### src/rtl/spatz_issue_ctrl.sv
`default_nettype none
// ============================================================================
// Module   : spatz_issue_ctrl
// Brief    : Vector front-end issue controller. It owns the vl/vtype/vstart
//            CSRs, executes vsetvl-style configuration (draining in-flight
//            ops first), serves vector CSR accesses and forwards all other
//            ops through a one-entry issue register with in-flight tracking.
// Revision : 1.0 - initial release
// ============================================================================

package spatz_issue_pkg;

   typedef enum logic [1:0] {
      OP_VCFG = 2'd0,
      OP_VCSR = 2'd1,
      OP_VADD = 2'd2,
      OP_VLE  = 2'd3
   } op_e;

   typedef struct packed {
      logic       vill;
      logic       vma;
      logic       vta;
      logic [2:0] vsew;
      logic [2:0] vlmul;
   } vtype_t;

   typedef struct packed {
      op_e         op;
      logic [31:0] rs1;
      logic [11:0] csr_addr;
      logic        keep_vl;
      logic        write_vstart;
      logic        set_vstart;
      logic        clear_vstart;
      logic        reset_vstart;
      logic        use_rd;
      vtype_t      vtype;
      logic [31:0] vl;
      logic [31:0] vstart;
   } spatz_req_t;

endpackage

module spatz_issue_ctrl
   import spatz_issue_pkg::*;
#(
   parameter int unsigned VLEN      = 512,
   parameter int unsigned ELEN      = 32,
   parameter int unsigned NrPending = 8
) (
   input  logic            clk_i,
   input  logic            rst_ni,
   input  spatz_req_t      req_i,
   input  logic            req_illegal_i,
   input  logic            req_valid_i,
   output logic            req_ready_o,
   output spatz_req_t      issue_o,
   output logic            issue_valid_o,
   input  logic            issue_ready_i,
   input  logic            issue_done_i,
   output logic [ELEN-1:0] rsp_data_o,
   output logic            rsp_error_o,
   output logic            rsp_valid_o,
   input  logic            rsp_ready_i
);

   localparam int unsigned c_CNT_W     = $clog2(NrPending + 1);
   localparam logic [31:0] c_VLENB     = 32'(VLEN / 8);
   localparam vtype_t      c_VTYPE_ILL = vtype_t'(9'h100);

   typedef enum logic [1:0] {IDLE = 2'd0, DRAIN = 2'd1, RSP = 2'd2} state_e;

   state_e             r_state, w_state_next;
   vtype_t             r_vtype;
   logic [31:0]        r_vl, r_vstart;
   logic [c_CNT_W-1:0] r_pending, w_pending_next;
   spatz_req_t         r_issue, w_issue_next;
   logic               r_issue_valid;
   logic [7:0]         r_cfg_vt;
   logic [31:0]        r_cfg_rs1;
   logic               r_cfg_keep;
   logic [31:0]        r_rsp_data;
   logic               r_rsp_error;
   logic               r_rdy_en;

   logic               w_accept, w_issue_fire, w_done;
   logic [7:0]         w_cfg_vt;
   logic [31:0]        w_cfg_rs1, w_avl, w_vlmax, w_new_vl;
   logic               w_cfg_keep, w_cfg_bad;
   vtype_t             w_new_vtype;
   logic               w_do_cfg, w_latch_cfg, w_csr_write, w_load_issue, w_rsp_load;
   logic [31:0]        w_vstart_new, w_rsp_data_next;
   logic               w_rsp_err_next;

   assign req_ready_o   = r_rdy_en && (r_state == IDLE) && !r_issue_valid;
   assign w_accept      = req_valid_i && req_ready_o;
   // An op waiting in the issue register is held back while the in-flight window is full.
   assign issue_valid_o = r_issue_valid && (r_pending != c_CNT_W'(NrPending));
   assign issue_o       = r_issue;
   assign w_issue_fire  = issue_valid_o && issue_ready_i;
   assign w_done        = issue_done_i && (r_pending != '0);
   assign rsp_valid_o   = (r_state == RSP);
   assign rsp_data_o    = ELEN'(r_rsp_data);
   assign rsp_error_o   = r_rsp_error;

   // In-flight counter update: issue handshakes add, retirements subtract.
   always_comb begin
      w_pending_next = r_pending;
      if (w_issue_fire && !w_done) begin
         w_pending_next = r_pending + c_CNT_W'(1);
      end else if (!w_issue_fire && w_done) begin
         w_pending_next = r_pending - c_CNT_W'(1);
      end
   end

   // Configuration result for either the live request or the one parked in DRAIN.
   always_comb begin
      w_cfg_vt    = (r_state == DRAIN) ? r_cfg_vt   : req_i.vtype[7:0];
      w_cfg_rs1   = (r_state == DRAIN) ? r_cfg_rs1  : req_i.rs1;
      w_cfg_keep  = (r_state == DRAIN) ? r_cfg_keep : req_i.keep_vl;
      // Reserved SEW, SEW wider than ELEN, or fractional/reserved LMUL.
      w_cfg_bad   = w_cfg_vt[5] || ((32'd8 << w_cfg_vt[5:3]) > ELEN) || w_cfg_vt[2];
      w_vlmax     = (32'(VLEN) >> (32'd3 + 32'(w_cfg_vt[4:3]))) << w_cfg_vt[1:0];
      w_avl       = w_cfg_keep ? r_vl : w_cfg_rs1;
      w_new_vl    = w_cfg_bad ? 32'd0 : ((w_avl < w_vlmax) ? w_avl : w_vlmax);
      w_new_vtype = w_cfg_bad ? c_VTYPE_ILL : vtype_t'({1'b0, w_cfg_vt});
   end

   // Issue entry carries the request with the CSR snapshot taken at acceptance.
   always_comb begin
      w_issue_next        = req_i;
      w_issue_next.vtype  = r_vtype;
      w_issue_next.vl     = r_vl;
      w_issue_next.vstart = r_vstart;
   end

   // Next-state and per-cycle actions of the control FSM.
   always_comb begin
      w_state_next    = r_state;
      w_do_cfg        = 1'b0;
      w_latch_cfg     = 1'b0;
      w_csr_write     = 1'b0;
      w_vstart_new    = r_vstart;
      w_load_issue    = 1'b0;
      w_rsp_load      = 1'b0;
      w_rsp_data_next = '0;
      w_rsp_err_next  = 1'b0;
      unique case (r_state)
         IDLE: begin
            if (w_accept) begin
               if (req_illegal_i ||
                   (r_vtype.vill && (req_i.op != OP_VCFG) && (req_i.op != OP_VCSR))) begin
                  w_rsp_load     = 1'b1;
                  w_rsp_err_next = 1'b1;
                  w_state_next   = RSP;
               end else if (req_i.op == OP_VCFG) begin
                  if (r_pending == '0) begin
                     w_do_cfg        = 1'b1;
                     w_rsp_load      = 1'b1;
                     w_rsp_data_next = w_new_vl;
                     w_state_next    = RSP;
                  end else begin
                     w_latch_cfg  = 1'b1;
                     w_state_next = DRAIN;
                  end
               end else if (req_i.op == OP_VCSR) begin
                  w_rsp_load   = 1'b1;
                  w_state_next = RSP;
                  unique case (req_i.csr_addr)
                     12'h008: begin
                        w_rsp_data_next = r_vstart;
                        w_csr_write     = 1'b1;
                        if (req_i.write_vstart) begin
                           w_vstart_new = req_i.rs1;
                        end else if (req_i.set_vstart) begin
                           w_vstart_new = r_vstart | req_i.rs1;
                        end else if (req_i.clear_vstart) begin
                           w_vstart_new = r_vstart & ~req_i.rs1;
                        end
                     end
                     12'hC20: w_rsp_data_next = r_vl;
                     12'hC21: w_rsp_data_next = 32'(r_vtype);
                     12'hC22: w_rsp_data_next = c_VLENB;
                     default: w_rsp_err_next  = 1'b1;
                  endcase
               end else begin
                  w_load_issue = 1'b1;
                  if (req_i.use_rd) begin
                     w_rsp_load   = 1'b1;
                     w_state_next = RSP;
                  end
               end
            end
         end
         DRAIN: begin
            if (w_pending_next == '0) begin
               w_do_cfg        = 1'b1;
               w_rsp_load      = 1'b1;
               w_rsp_data_next = w_new_vl;
               w_state_next    = RSP;
            end
         end
         RSP: begin
            if (rsp_ready_i) begin
               w_state_next = IDLE;
            end
         end
         default: w_state_next = IDLE;
      endcase
   end

   // FSM state register.
   always_ff @(posedge clk_i or negedge rst_ni) begin
      if (!rst_ni) begin
         r_state <= IDLE;
      end else begin
         r_state <= w_state_next;
      end
   end

   // CSRs, in-flight counter, issue entry, parked configuration and response.
   always_ff @(posedge clk_i or negedge rst_ni) begin
      if (!rst_ni) begin
         r_rdy_en      <= 1'b0;
         r_vl          <= '0;
         r_vtype       <= c_VTYPE_ILL;
         r_vstart      <= '0;
         r_pending     <= '0;
         r_issue       <= '0;
         r_issue_valid <= 1'b0;
         r_cfg_vt      <= '0;
         r_cfg_rs1     <= '0;
         r_cfg_keep    <= 1'b0;
         r_rsp_data    <= '0;
         r_rsp_error   <= 1'b0;
      end else begin
         r_rdy_en  <= 1'b1;
         r_pending <= w_pending_next;
         if (w_do_cfg) begin
            r_vl     <= w_new_vl;
            r_vtype  <= w_new_vtype;
            r_vstart <= '0;
         end else if (w_csr_write) begin
            r_vstart <= w_vstart_new;
         end else if (w_issue_fire && r_issue.reset_vstart) begin
            r_vstart <= '0;
         end
         if (w_load_issue) begin
            r_issue       <= w_issue_next;
            r_issue_valid <= 1'b1;
         end else if (w_issue_fire) begin
            r_issue_valid <= 1'b0;
         end
         if (w_latch_cfg) begin
            r_cfg_vt   <= req_i.vtype[7:0];
            r_cfg_rs1  <= req_i.rs1;
            r_cfg_keep <= req_i.keep_vl;
         end
         if (w_rsp_load) begin
            r_rsp_data  <= w_rsp_data_next;
            r_rsp_error <= w_rsp_err_next;
         end
      end
   end

endmodule
`default_nettype wire

### config.mk
export PLATFORM = sky130hd
export DESIGN_NAME = spatz_issue_ctrl
export DESIGN_NICKNAME = d
export VERILOG_FILES = /design/src/rtl/spatz_issue_ctrl.sv
export SDC_FILE = /design/constraint.sdc
export NUM_CORES = 1
export LEC_CHECK = 0
export CORE_MARGIN = 2
export CORE_UTILIZATION = 50
export DETAILED_ROUTE_END_ITERATION = 7
export GPL_TIMING_DRIVEN = 0
export HOLD_SLACK_MARGIN = 0.1
export PLACE_DENSITY = 0.81
export SYNTH_ARGS = -nofsm -noshare
export SYNTH_HDL_FRONTEND = slang
export SYNTH_SLANG_ARGS = --single-unit
### constraint.sdc
create_clock -name clk_i -period 3.8 [get_ports clk_i]
set_input_delay 1.14 -clock clk_i [delete_from_list [all_inputs] [get_ports clk_i]]
set_output_delay 1.14 -clock clk_i [all_outputs]
set_load 0.02 [all_outputs]
==> summary.md, run 1 <==
| Metric | Value |
|---|---|
| Crit-path most repeated cell | buf_12 |
| Slew of the pin with the lowest slew margin | ~940 ps |
| Number of setup violations in the final report | 0 |
| TNS Setup | 0 ps |
| Leakage component of the power | around 7.5 nW |
| Combinational family with the most area after synthesis | multiplexers |
| Fraction of layout instances using a drive strength above 1 | about a quarter |
| Signed area change from the synthesized netlist to the final layout | 34.4% |
| Starting density of the core | 51.1% |
| Clock input transition at the sequential cells of the worst setup and hold paths | approximately 70 ps |
| Worst reg2reg setup slack | between 70 and 80 ps |
| CTS sink count | between 200 and 300 |
| Cells after Synth | roughly 1000 |
| Global-route usage over all layers | between 20 and 30% |
| Most common cell after layout, fill and taps aside | dfrtp_1 |
| CTS H-Tree Depth | 1 |
| Post-Synthesis Cell Area | between 0.01 and 0.015 mm² |
| Max Fanout on Critical Path | 10 |
| Switching share of total power | 31.3% |
| Final count of pins violating max slew | 0 |
| Number of violations reported at the end of detailed-routing iteration 0 | 867 |
| Via count | ~10000 |
| Cell-internal power | ~6.6 mW |
| Shortest period the worst path allows | roughly 3700 ps |
| Global-route wire length before repair | 58300 µm |
| Sequential cell area fraction in the yosys report | between 50 and 60% |
| Drt pass-1 iters | 5 |
| Arrival time at the worst endpoint | approximately 4200 ps |
| Status | finished, final reports clean |
| Vias per cell | between 6 and 7 |
| Top post-synthesis cells by area | dfrtp_1 (56%), mux2_2 (15%), a22oi_1 (2.5%) |
| Type of the most critical hold path | flop to flop |
| Master cell of the clock root buffer | clkbuf_16 |
| Post-synth ARST share | between 90% and 100% |
| Standard cell core area | 0.0244 mm² |
| CTS max path bufs | 3 |
| Worst stage delay on the critical path | about 380 ps |
| Seq cells post-synth | 280 |
| Largest voltage drop on the vdd net | approximately 0.46 mV |
| Antenna-violating nets left | 0 |
| Synth Area in XOR/XNOR | less than 1% |
| Initial antenna violation count | 0 |
| Max-Cap Viols | 0 |
| Yosys top cell by area | dfrtp_1 |
| Final cycle utilization of the critical path | 98.0% |
| Data required time of the worst path | about 4300 ps |
| Nature of the critical path startpoint | flop |
| Number of standard-cell rows in the floorplan | 57 |
| Number of enable flip-flop cells after synthesis | 0 |
| Setup CP Type | flop to flop |
| TritonCTS clock tree | yes |
| GPL Wtd Cong | between 0.9 and 1 |
| Final routed wirelength across all metal layers | roughly 38000 µm |
| Vias in the first global route | about 10000 |
| Proportion of netlist area held by the largest area contributor | approximately 56% |
| Share of synthesized area spent on multiplexers | 16.6% |
| Unique masters post-synth | 73 |
| Post-Synth Simple-Gate Area | around 10% |
| Number of hold-repair buffers added at the cts stage | 0 |
| Power density over the cells | ~570 mW/mm² |
| Part of the power in the clock network | a little under a third |
| Yosys synthesis warning count | 0 |
| Number of I/O pins | approximately 290 |
| Max Clk Rate | between 200 and 300 MHz |
| DIE AREA | ~0.026 mm² |
| Area fraction in compound gates after synthesis | 12.9% |
| Die span in y | approximately 160 µm |
| Placed Instances | between 1500 and 2000 |
| Final instance count without filler cells | 1643 |
| Half-perimeter wire length after placement | about 26000 µm |
| Final routed wire length divided by cell count | between 20 and 25 µm |
| CP cell instances | buf_6 > nand2b_4 > buf_12 > mux2i_4 > and2_4 > nor4_4 > inv_1 > ha_1 > a21o_1 > a221oi_2 > o2111ai_2 > nor3_4 > buf_12 > nand4b_1 > o21ai_1 |
| Average instance area after synthesis | 12.3 µm² |
| Leading cell types in the layout, fill and taps excluded | dfrtp_1 (277), clkdlybuf4s50_1 (217), mux2_2 (162) |
| Cts bufs inserted | 29 |
| Port-buffer cells | ~230 |
| Leftover overflow at the end of global routing | 0 |
| Total net switching power | 2.99 mW |
| Final standard cell utilization of the core | between 60% and 70% |
| Adder and majority gate portion of the synthesized area | less than 1% |
| Primary FF master, synth | dfrtp_1 |
| Number of diodes | 0 |
| Number of remaining DRC errors | 0 |
| Relative contribution of combinational cells to total power | 30.3% |
| Post-layout worst setup margin | 75.5 ps |
| Worst setup skew after layout | 30.6 ps |
| Overall die width | ~160 µm |
| Sequential fraction of design power | about 39% |
| Placement Setup Slack | -1090 ps |
| Total number of nets in the final design | between 1000 and 1500 |
| Post-synthesis net count | about 1200 |
| Clock Latency Late Sink | 570 ps |
| Pin count of the biggest net entering global routing | around 130 |
| Slew Limit Headroom | a little under two fifths |
| Fin. Hold Viols | 0 |
| Critical-path cell with the highest stage delay | dfrtp_1 |
| Worst setup EP type | flop |
==> cells by family (layout without fill, tap and decap cells) <==
logic type      Yosys count  count (layout)
compound gates          222             222
xor+xnor                  1               1
fa+ha+maj                 9               9
buf+inv                  82             384
flops                   280             280
mux                     186             186
other cells               1               1
simple gates            236             236
==> path summary, 6_finish.rpt <==
kind                                            startpoint                    endpoint  cells after the start
worst max-delay path                r_state[1]$_DFFE_PN0P_         r_vl[2]$_DFFE_PN0P_                     15
worst min-delay path            rsp_data_o[21]$_DFFE_PN0P_  rsp_data_o[21]$_DFFE_PN0P_                      2
worst max register to register      r_state[1]$_DFFE_PN0P_         r_vl[2]$_DFFE_PN0P_                     15
worst min register to register  rsp_data_o[21]$_DFFE_PN0P_  rsp_data_o[21]$_DFFE_PN0P_                      2
max in group asynchronous                           rst_ni     issue_o[48]$_DFFE_PN0P_                      3
min in group asynchronous                           rst_ni     issue_o[93]$_DFFE_PN0P_                      1
==> power groups by stage <==
stage | clock (mW) | combinational (mW) | sequential (mW)
3_5_place_dp | 0 | 2.47 | 3.79
3_3_place_gp | 0 | 2.41 | 3.78
5_1_grt | 3.04 | 3.07 | 3.82
2_1_floorplan | 0 | 1.21 | 4.01
4_1_cts | 2.91 | 2.76 | 3.76
6_report | 2.90 | 2.90 | 3.77
==> per-layer routing <==
metal	vias to the layer above	track usage (%)	share of wire, %
li1	4300	-	-
met1	4997	39.5	41
met2	487	46.0	47
met3	85	6.33	9.0
met4	0	9.21	2.9
met5	-	0	0
==> flip-flops by register name (all words and copies together), names as in the netlist, 2 cells and up <==
register and cells:
r_cfg_rs1 32, r_vl 32, r_pending 4, r_cfg_vt 8, r_vtype 9, issue_o 125, r_state 2, r_vstart 32
rsp_data_o 32
==> critical path: cells and delay by family (launching register included) <==
kind                       cells  cell delay (ps)
muxes                          1              210
buffers and inverters          4              580
and+or+nand+nor                5             1240
adders and majority gates      1              320
AOI/OAI and AO/OA              4              900
DFF                            1              380
==> layout make-up <==
cell class	instances	area (µm²)
clock inverter	7	118
clock buffer	42	835
fill	1738	7640
tap	324	405
buffer	66	385
sequential	280	7010
inverter	15	56.3
multi-input combinational	655	5420
timing repair buffer	254	2520
==> cell usage after synthesis (all sizes together) (2+ instances only) <==
cell	number
a22o	3
o211ai	3
or3	2
o2111ai	2
inv	15
nand3b	4
nor4b	3
clkbuf	37
a32oi	4
or4	4
buf	30
a21o	8
o2bb2ai	32
nand3	6
o31ai	5
nor2b	3
a222oi	8
a211oi	4
a22oi	42
o221ai	2
nand2b	8
nor2	55
nor3	9
dfrtp	279
ha	9
o21bai	5
and2	32
mux2i	21
and3	2
a221o	3
nor4	14
a31oi	7
a21oi	32
nand2	63
nand4b	5
a221oi	4
mux2	165
nor3b	18
o21ai	46
o21a	2
or2	5
o221a	2
==> stage by stage <==
step           total power [mW]  instance area [µm²]  hold slack, ps
4_1_cts                    9.43                16600             488
3_3_place_gp               6.19                15100             452
5_1_grt                    9.93                16700             496
6_report                   9.56                16700             484
2_1_floorplan              5.22                12500             456
3_5_place_dp               6.26                15200             470
==> what timing repair did <==
action,4_1_cts,5_1_grt
endpoints found under the setup margin,47,23
gates cloned,0,0
gates resized for setup,72,23
pin swaps,7,6
buffers inserted,20,7
No activity file was read; power rests on OpenSTA's default activity.
==> run 2, diff against run 1 <==
--- a/config.mk
+++ b/config.mk
@@ -8,7 +8,6 @@
 export CORE_MARGIN = 2
 export CORE_UTILIZATION = 50
 export DETAILED_ROUTE_END_ITERATION = 7
-export GPL_TIMING_DRIVEN = 0
 export HOLD_SLACK_MARGIN = 0.1
 export PLACE_DENSITY = 0.81
 export SYNTH_ARGS = -nofsm -noshare
==> run 2 against run 1 <==
Compared with the run above: final area grew 1.2%; power is 1.7% higher; global-route usage down 1.5 points; via count fell by 2.0%; critical path depth is the same; final cell count fell by 0.24%; combinational power decreased by 4%; sequential power about the same; first-iteration DRC count fell by 16%; worst setup slack gained 61 ps; largest power group unchanged.
==> summary.md, run 2 (synthesis results as in run 1) <==
| Metric | Value |
|---|---|
| Status | finished, final reports clean (unchanged) |
| Number of I/O pins | 293 (unchanged) |
| Final standard cell utilization of the core | 69.5% (was 68.7%) |
| Master cell of the clock root buffer | clkbuf_16 (unchanged) |
| Die span in y | 162 µm (unchanged) |
| Post-route cell area | 0.0169 mm² (was 0.0167 mm²) |
| Relative contribution of combinational cells to total power | 28.7% (was 30.3%) |
| Overall die width | 162 µm (unchanged) |
| Number of hold-repair buffers added at the cts stage | 0 (unchanged) |
| Data required time of the worst path | 4280 ps (was 4260 ps) |
| Number of remaining DRC errors | 0 (unchanged) |
| Arrival time at the worst endpoint | 4150 ps (was 4190 ps) |
| Placement Setup Slack | -846 ps (was -1090 ps) |
| Category of cells accounting for the largest share of critical-path delay | simple AND/OR/NAND/NOR gates (unchanged) |
| Worst setup EP type | flop (unchanged) |
| Post-layout worst setup margin | 136 ps (was 75.5 ps) |
| Max-Cap Viols | 0 (unchanged) |
| Leakage component of the power | 7.63 nW (was 7.46 nW) |
| Signed area change from the synthesized netlist to the final layout | 36.0% (was 34.4%) |
| TritonCTS clock tree | yes (unchanged) |
| Leading cell types in the layout, fill and taps excluded | dfrtp_1 (279), clkdlybuf4s50_1 (221), mux2_2 (163) (was dfrtp_1 (277), clkdlybuf4s50_1 (217), mux2_2 (162)) |
| Cts bufs inserted | 29 (unchanged) |
| Total buffers and inverters traversed by the critical path | 3 (was 4) |
| Total net switching power | 2.96 mW (was 2.99 mW) |
| Clock Latency Late Sink | 560 ps (was 570 ps) |
| Fin. Hold Viols | 0 (unchanged) |
| Clock input transition at the sequential cells of the worst setup and hold paths | 60 ps (was 70 ps) |
| Final hold slack | 479 ps (was 484 ps) |
| Most common cell after layout, fill and taps aside | dfrtp_1 (unchanged) |
| Global-route wire length before repair | 56600 µm (was 58300 µm) |
| Total design power | 9.72 mW (was 9.56 mW) |
| Switching share of total power | 30.4% (was 31.3%) |
| TNS Setup | 0 ps (unchanged) |
| Final count of pins violating max slew | 0 (unchanged) |
| DIE AREA | 0.0262 mm² (unchanged) |
| Vias per cell | 5.90 (was 6.01) |
| Worst stage delay on the critical path | 530 ps (was 380 ps) |
| Slew Limit Headroom | 47.3% (was 37.6%) |
| Largest voltage drop on the vdd net | 0.409 mV (was 0.457 mV) |
| Power density over the cells | 574 mW/mm² (was 571 mW/mm²) |
| Instance area after placement | 0.0156 mm² (was 0.0152 mm²) |
| Slew of the pin with the lowest slew margin | 784 ps (was 937 ps) |
| Via count | 9667 (was 9869) |
| CTS sink count | 280 (unchanged) |
| Pin count of the biggest net entering global routing | 102 (was 126) |
| Critical-path cell with the highest stage delay | or4_4 (was dfrtp_1) |
| Placed Instances | 1580 (was 1568) |
| Max Clk Rate | 273 MHz (was 268 MHz) |
| Port-buffer cells | 227 (was 225) |
| CP cell instances | nor2b_2 > buf_4 > mux2i_4 > nor2_4 > nor2_1 > a22o_1 > inv_1 > ha_1 > o2111ai_1 > a21oi_2 > or4_4 > nor3_4 > buf_6 > nor3b_4 > a221o_1 (was buf_6 > nand2b_4 > buf_12 > mux2i_4 > and2_4 > nor4_4 > inv_1 > ha_1 > a21o_1 > a221oi_2 > o2111ai_2 > nor3_4 > buf_12 > nand4b_1 > o21ai_1) |
| Part of the power in the clock network | 32.2% (was 30.3%) |
| Setup CP Type | flop to flop (unchanged) |
| Shortest period the worst path allows | 3660 ps (was 3720 ps) |
| Fillcell total | 1695 (was 1738) |
| Total number of nets in the final design | 1433 (was 1442) |
| Max FFs per register | 125 (unchanged) |
| Starting density of the core | 51.1% (unchanged) |
| Final routed wirelength across all metal layers | 35600 µm (was 37700 µm) |
| Final cycle utilization of the critical path | 96.4% (was 98.0%) |
| GPL Wtd Cong | 0.868 (was 0.964) |
| Global-route usage over all layers | 27.3% (was 28.8%) |
| Antenna-violating nets left | 0 (unchanged) |
| Worst setup skew after layout | 14.1 ps (was 30.6 ps) |
| Number of violations reported at the end of detailed-routing iteration 0 | 726 (was 867) |
| Vias in the first global route | 9997 (was 10000) |
| Initial antenna violation count | 1 (was 0) |
| CTS max path bufs | 3 (unchanged) |
| Leftover overflow at the end of global routing | 0 (unchanged) |
| Number of setup violations in the final report | 0 (unchanged) |
| Sequential fraction of design power | 39.1% (was 39.4%) |
| Half-perimeter wire length after placement | 23900 µm (was 26000 µm) |
| Fraction of layout instances using a drive strength above 1 | 26.6% (was 24.1%) |
| CTS H-Tree Depth | 1 (unchanged) |
| Cell-internal power | 6.76 mW (was 6.57 mW) |
| Nature of the critical path startpoint | flop (unchanged) |
| Final routed wire length divided by cell count | 21.7 µm (was 23.0 µm) |
| Drt pass-1 iters | 8 (was 5) |
| Standard cell core area | 0.0244 mm² (unchanged) |
| Number of standard-cell rows in the floorplan | 57 (unchanged) |
| Final instance count without filler cells | 1639 (was 1643) |
| Type of the most critical hold path | flop to flop (unchanged) |
| Max Fanout on Critical Path | 8 (was 10) |
[run 2: cell types whose count changed in the layout (fill, tap and decap cells not counted), moves of 3 or more]
cell             previous run  this run
buf_4                      26        71
clkbuf_1                   40         2
buf_2                      13         0
buf_12                      3        11
buf_1                       7         0
buf_6                       8         2
mux2i_4                    10         4
a31oi_1                     1         6
a31oi_2                     5         1
clkdlybuf4s50_1           217       221
clkbuf_8                    6         9
dlygate4sd2_1               4         1
mux2i_1                    11        14
mux2i_2                     0         3
[run 2: cell type report]
cell class / count / area (µm²) / area share [%]
clock buffers: 40 / 857 / 5.06
diodes: 1 / 2.50 / 0.0148
flip-flops and latches: 280 / 7010 / 41.3
repair buffers: 311 / 3060 / 18.1
clock inverters: 13 / 218 / 1.28
inverters: 15 / 56.3 / 0.332
well taps: 324 / 405 / 2.39
multi-input cells: 655 / 5340 / 31.5
[run 2: path summary, 6_finish.rpt]
path | cells past startpoint | start | slack, ps | endpoint
min in group asynchronous | 1 | rst_ni | 530 | issue_o[3]$_DFFE_PN0P_
max in group asynchronous | 2 | rst_ni | 2450 | r_cfg_rs1[2]$_DFFE_PN0P_
worst min register to register | 1 | issue_o[124]$_DFFE_PN0P_ | 480 | issue_o[124]$_DFFE_PN0P_
worst max register to register | 15 | r_state[0]$_DFFE_PN0P_ | 140 | rsp_data_o[0]$_DFFE_PN0P_
worst min-delay path | 1 | issue_o[124]$_DFFE_PN0P_ | 480 | issue_o[124]$_DFFE_PN0P_
worst max-delay path | 15 | r_state[0]$_DFFE_PN0P_ | 140 | rsp_data_o[0]$_DFFE_PN0P_
[run 2: power by group through the flow]
stage | registers (mW) | logic (mW) | clock network (mW)
3_3_place_gp | 3.79 | 2.54 | 0
3_5_place_dp | 3.83 | 2.61 | 0
5_1_grt | 3.85 | 2.99 | 3.32
4_1_cts | 3.78 | 2.72 | 3.18
2_1_floorplan | 4.01 | 1.21 | 0
6_report | 3.80 | 2.79 | 3.13
[run 2: layer usage]
| metal | wire [µm] | GRT usage (%) | up-vias |
|---|---|---|---|
| li1 | - | - | 4280 |
| met1 | 15100 | 37.7 | 4916 |
| met3 | 2490 | 4.67 | 85 |
| met2 | 16800 | 43.9 | 386 |
| met5 | 0 | 0 | - |
| met4 | 1240 | 9.73 | 0 |
[run 2: repair_timing]
action / 4_1_cts / 5_1_grt
buffers inserted: 1 / 3
gates resized for setup: 28 / 21
pin swaps: 3 / 9
cloned: 1 / 0
endpoints found under the setup margin: 21 / 20
==> run 3, diff against run 2 <==
--- a/config.mk
+++ b/config.mk
@@ -5,11 +5,11 @@
 export SDC_FILE = /design/constraint.sdc
 export NUM_CORES = 1
 export LEC_CHECK = 0
-export CORE_MARGIN = 2
 export CORE_UTILIZATION = 50
 export DETAILED_ROUTE_END_ITERATION = 7
 export HOLD_SLACK_MARGIN = 0.1
 export PLACE_DENSITY = 0.81
+export SKIP_LAST_GASP = 1
 export SYNTH_ARGS = -nofsm -noshare
 export SYNTH_HDL_FRONTEND = slang
 export SYNTH_SLANG_ARGS = --single-unit
==> run 3 against run 2 <==
Compared with the run above: non-clock buffer count is 3 lower; global-route usage increased by 0.43 points; critical path depth fell by 2; worst setup slack got worse by 61 ps; final cell count fell by 0.31%; die area shrank 2.5%; core utilization is 0.70 points lower; sequential power barely moved.
==> summary.md, run 3 (synthesis results as in run 1) <==
| Metric | Value |
|---|---|
| Met1 Usage GRT | 38.4% (was 37.7%) |
| Initial antenna violation count | 1 (unchanged) |
| Worst setup EP type | flop (unchanged) |
| Number of standard-cell rows in the floorplan | 57 (unchanged) |
| Global-route wire length before repair | 56200 µm (was 56600 µm) |
| Slew Limit Headroom | 45.1% (was 47.3%) |
| Total number of nets in the final design | 1431 (was 1433) |
| TritonCTS clock tree | yes (unchanged) |
| Instance area after placement | 0.0156 mm² (about the same) |
| Master cell of the clock root buffer | clkbuf_16 (unchanged) |
| Final count of pins violating max slew | 0 (unchanged) |
| Most common cell after layout, fill and taps aside | dfrtp_1 (unchanged) |
| Fraction of layout instances using a drive strength above 1 | 25.5% (was 26.6%) |
| Setup CP Type | input pin to flop (was flop to flop) |
| Global-route usage over all layers | 27.8% (was 27.3%) |
| Antenna-violating nets left | 0 (unchanged) |
| Busiest layer in global routing | met2 (unchanged) |
| Clock Latency Late Sink | 550 ps (was 560 ps) |
| Signed area change from the synthesized netlist to the final layout | 34.6% (was 36.0%) |
| GPL Wtd Cong | 0.877 (was 0.868) |
| Nature of the critical path startpoint | input pin (was flop) |
| Power density over the cells | 557 mW/mm² (was 574 mW/mm²) |
| Leakage component of the power | 7.53 nW (was 7.63 nW) |
| Post-route cell area | 0.0168 mm² (was 0.0169 mm²) |
| Final routed wirelength across all metal layers | 35700 µm (was 35600 µm) |
| TNS Setup | 0 ps (unchanged) |
| Pin count of the biggest net entering global routing | 93 (was 102) |
| Largest voltage drop on the vdd net | 0.377 mV (was 0.409 mV) |
| Final routed wire length divided by cell count | 21.9 µm (was 21.7 µm) |
| CTS H-Tree Depth | 1 (unchanged) |
| Starting density of the core | 51.1% (unchanged) |
| Leftover overflow at the end of global routing | 0 (unchanged) |
| CTS sink count | 280 (unchanged) |
| Type of the most critical hold path | input pin to async pin (was flop to flop) |
| Placement Setup Slack | -774 ps (was -846 ps) |
| Number of I/O pins | 293 (unchanged) |
| Endpoint of the worst setup timing path | rsp_data_o[2]$_DFFE_PN0P_ (was rsp_data_o[0]$_DFFE_PN0P_) |
| Post-layout worst setup margin | 75.5 ps (was 136 ps) |
| Final standard cell utilization of the core | 68.8% (was 69.5%) |
| Clock input transition at the sequential cells of the worst setup and hold paths | 60 ps (about the same) |
| Final cycle utilization of the critical path | 98.0% (was 96.4%) |
| Overall die width | 160 µm (was 162 µm) |
| Via count | 9625 (was 9667) |
| Number of setup violations in the final report | 0 (unchanged) |
| Origin of the worst setup path | req_i[78] (was r_state[0]$_DFFE_PN0P_) |
| Slew of the pin with the lowest slew margin | 817 ps (was 784 ps) |
| Number of remaining DRC errors | 0 (unchanged) |
| Cts bufs inserted | 30 (was 29) |
| Worst reg2reg setup slack | 160 ps (was 140 ps) |
| CTS max path bufs | 3 (unchanged) |
| Die span in y | 160 µm (was 162 µm) |
| Vias in the first global route | 9852 (was 9997) |
| Fin. Hold Viols | 0 (unchanged) |
| Depth of the worst register-to-register path | 14 (was 15) |
| Crit Reg-Reg Endpoint | rsp_data_o[2]$_DFFE_PN0P_ (was rsp_data_o[0]$_DFFE_PN0P_) |
| Max-Cap Viols | 0 (unchanged) |
| Worst setup skew after layout | 11.5 ps (was 14.1 ps) |
| Leading cell types in the layout, fill and taps excluded | dfrtp_1 (279), clkdlybuf4s50_1 (221), mux2_2 (163) (unchanged) |
| Met2 track demand over resource in global routing | 44.6% (was 43.9%) |
| Shortest period the worst path allows | 3720 ps (was 3660 ps) |
| DIE AREA | 0.0256 mm² (was 0.0262 mm²) |
| Standard cell core area | 0.0244 mm² (unchanged) |
| Max FFs per register | 125 (unchanged) |
| Port-buffer cells | 227 (unchanged) |
| Total design power | 9.35 mW (was 9.72 mW) |
| Half-perimeter wire length after placement | 23600 µm (was 23900 µm) |
| Max Clk Rate | 268 MHz (was 273 MHz) |
| Max Fanout on Critical Path | 7 (was 8) |
| Drt pass-1 iters | 6 (was 8) |
| Vias per cell | 5.89 (was 5.90) |
| Number of hold-repair buffers added at the cts stage | 0 (unchanged) |
| Arrival time at the worst endpoint | 4200 ps (was 4150 ps) |
| Data required time of the worst path | 4280 ps (about the same) |
| Number of violations reported at the end of detailed-routing iteration 0 | 696 (was 726) |
| Status | finished, final reports clean (unchanged) |
| Met3 global-route usage | 5.38% (was 4.67%) |
| Worst reg2reg path startpoint | r_state[0]$_DFFE_PN0P_ (unchanged) |
-- run 3: worst min path at each step --
stage / end / depth (start not counted)
after floorplan: r_vtype[8]$_DFFE_PN1P_ / 2
after global placement: issue_o[124]$_DFFE_PN0P_ / 1
after detailed placement: issue_o[72]$_DFFE_PN0P_ / 1
after CTS: rsp_data_o[9]$_DFFE_PN0P_ / 1
after global routing: rsp_data_o[5]$_DFFE_PN0P_ / 1
final: issue_o[97]$_DFFE_PN0P_ / 1
-- run 3: routing by layer --
layer | up-vias | wire, µm
li1 | 4274 | -
met1 | 4866 | 14800
met2 | 415 | 17100
met3 | 70 | 2930
met4 | 0 | 898
met5 | - | 0
-- run 3: timing repair --
item,in CTS,in global routing
endpoints found under the setup margin,21,21
resized for setup,26,21
pin swaps,6,11
cloned,1,0
hold endpoints to repair,0,0
buffers inserted,1,2
-- run 3: final cells by class --
| type | instances | area [µm²] |
|---|---|---|
| Fill cell | 1728 | 7610 |
| Sequential cell | 280 | 7010 |
| Multi-Input combinational cell | 655 | 5340 |
| Timing Repair Buffer | 308 | 3040 |
| Clock buffer | 47 | 865 |
| Tap cell | 324 | 405 |
| Clock inverter | 4 | 56.3 |
| Inverter | 15 | 56.3 |
| Antenna cell | 1 | 2.50 |
-- run 3: power breakdown --
| group | internal [mW] | total, mW | switching [mW] |
|---|---|---|---|
| registers | 3.46 | 3.80 | 0.346 |
| clock network | 1.61 | 2.77 | 1.15 |
| logic | 1.37 | 2.78 | 1.41 |
-- run 3: worst max-delay path, cell delays in order --
cell	delay [ps]
dlygate4sd2_1	330
mux2i_4	310
buf_4	180
nor2_1	40
a31oi_1	280
ha_1	300
o2111ai_2	200
a21oi_2	70
or4_4	530
nor3_4	190
buf_6	170
nor3b_4	260
a221o_1	190
-- run 3: stage by stage --
step,std cells,hold WS (ps)
2_1_floorplan,1017,456
3_3_place_gp,1578,450
3_5_place_dp,1578,472
4_1_cts,1631,472
5_1_grt,1634,488
6_report,1634,471
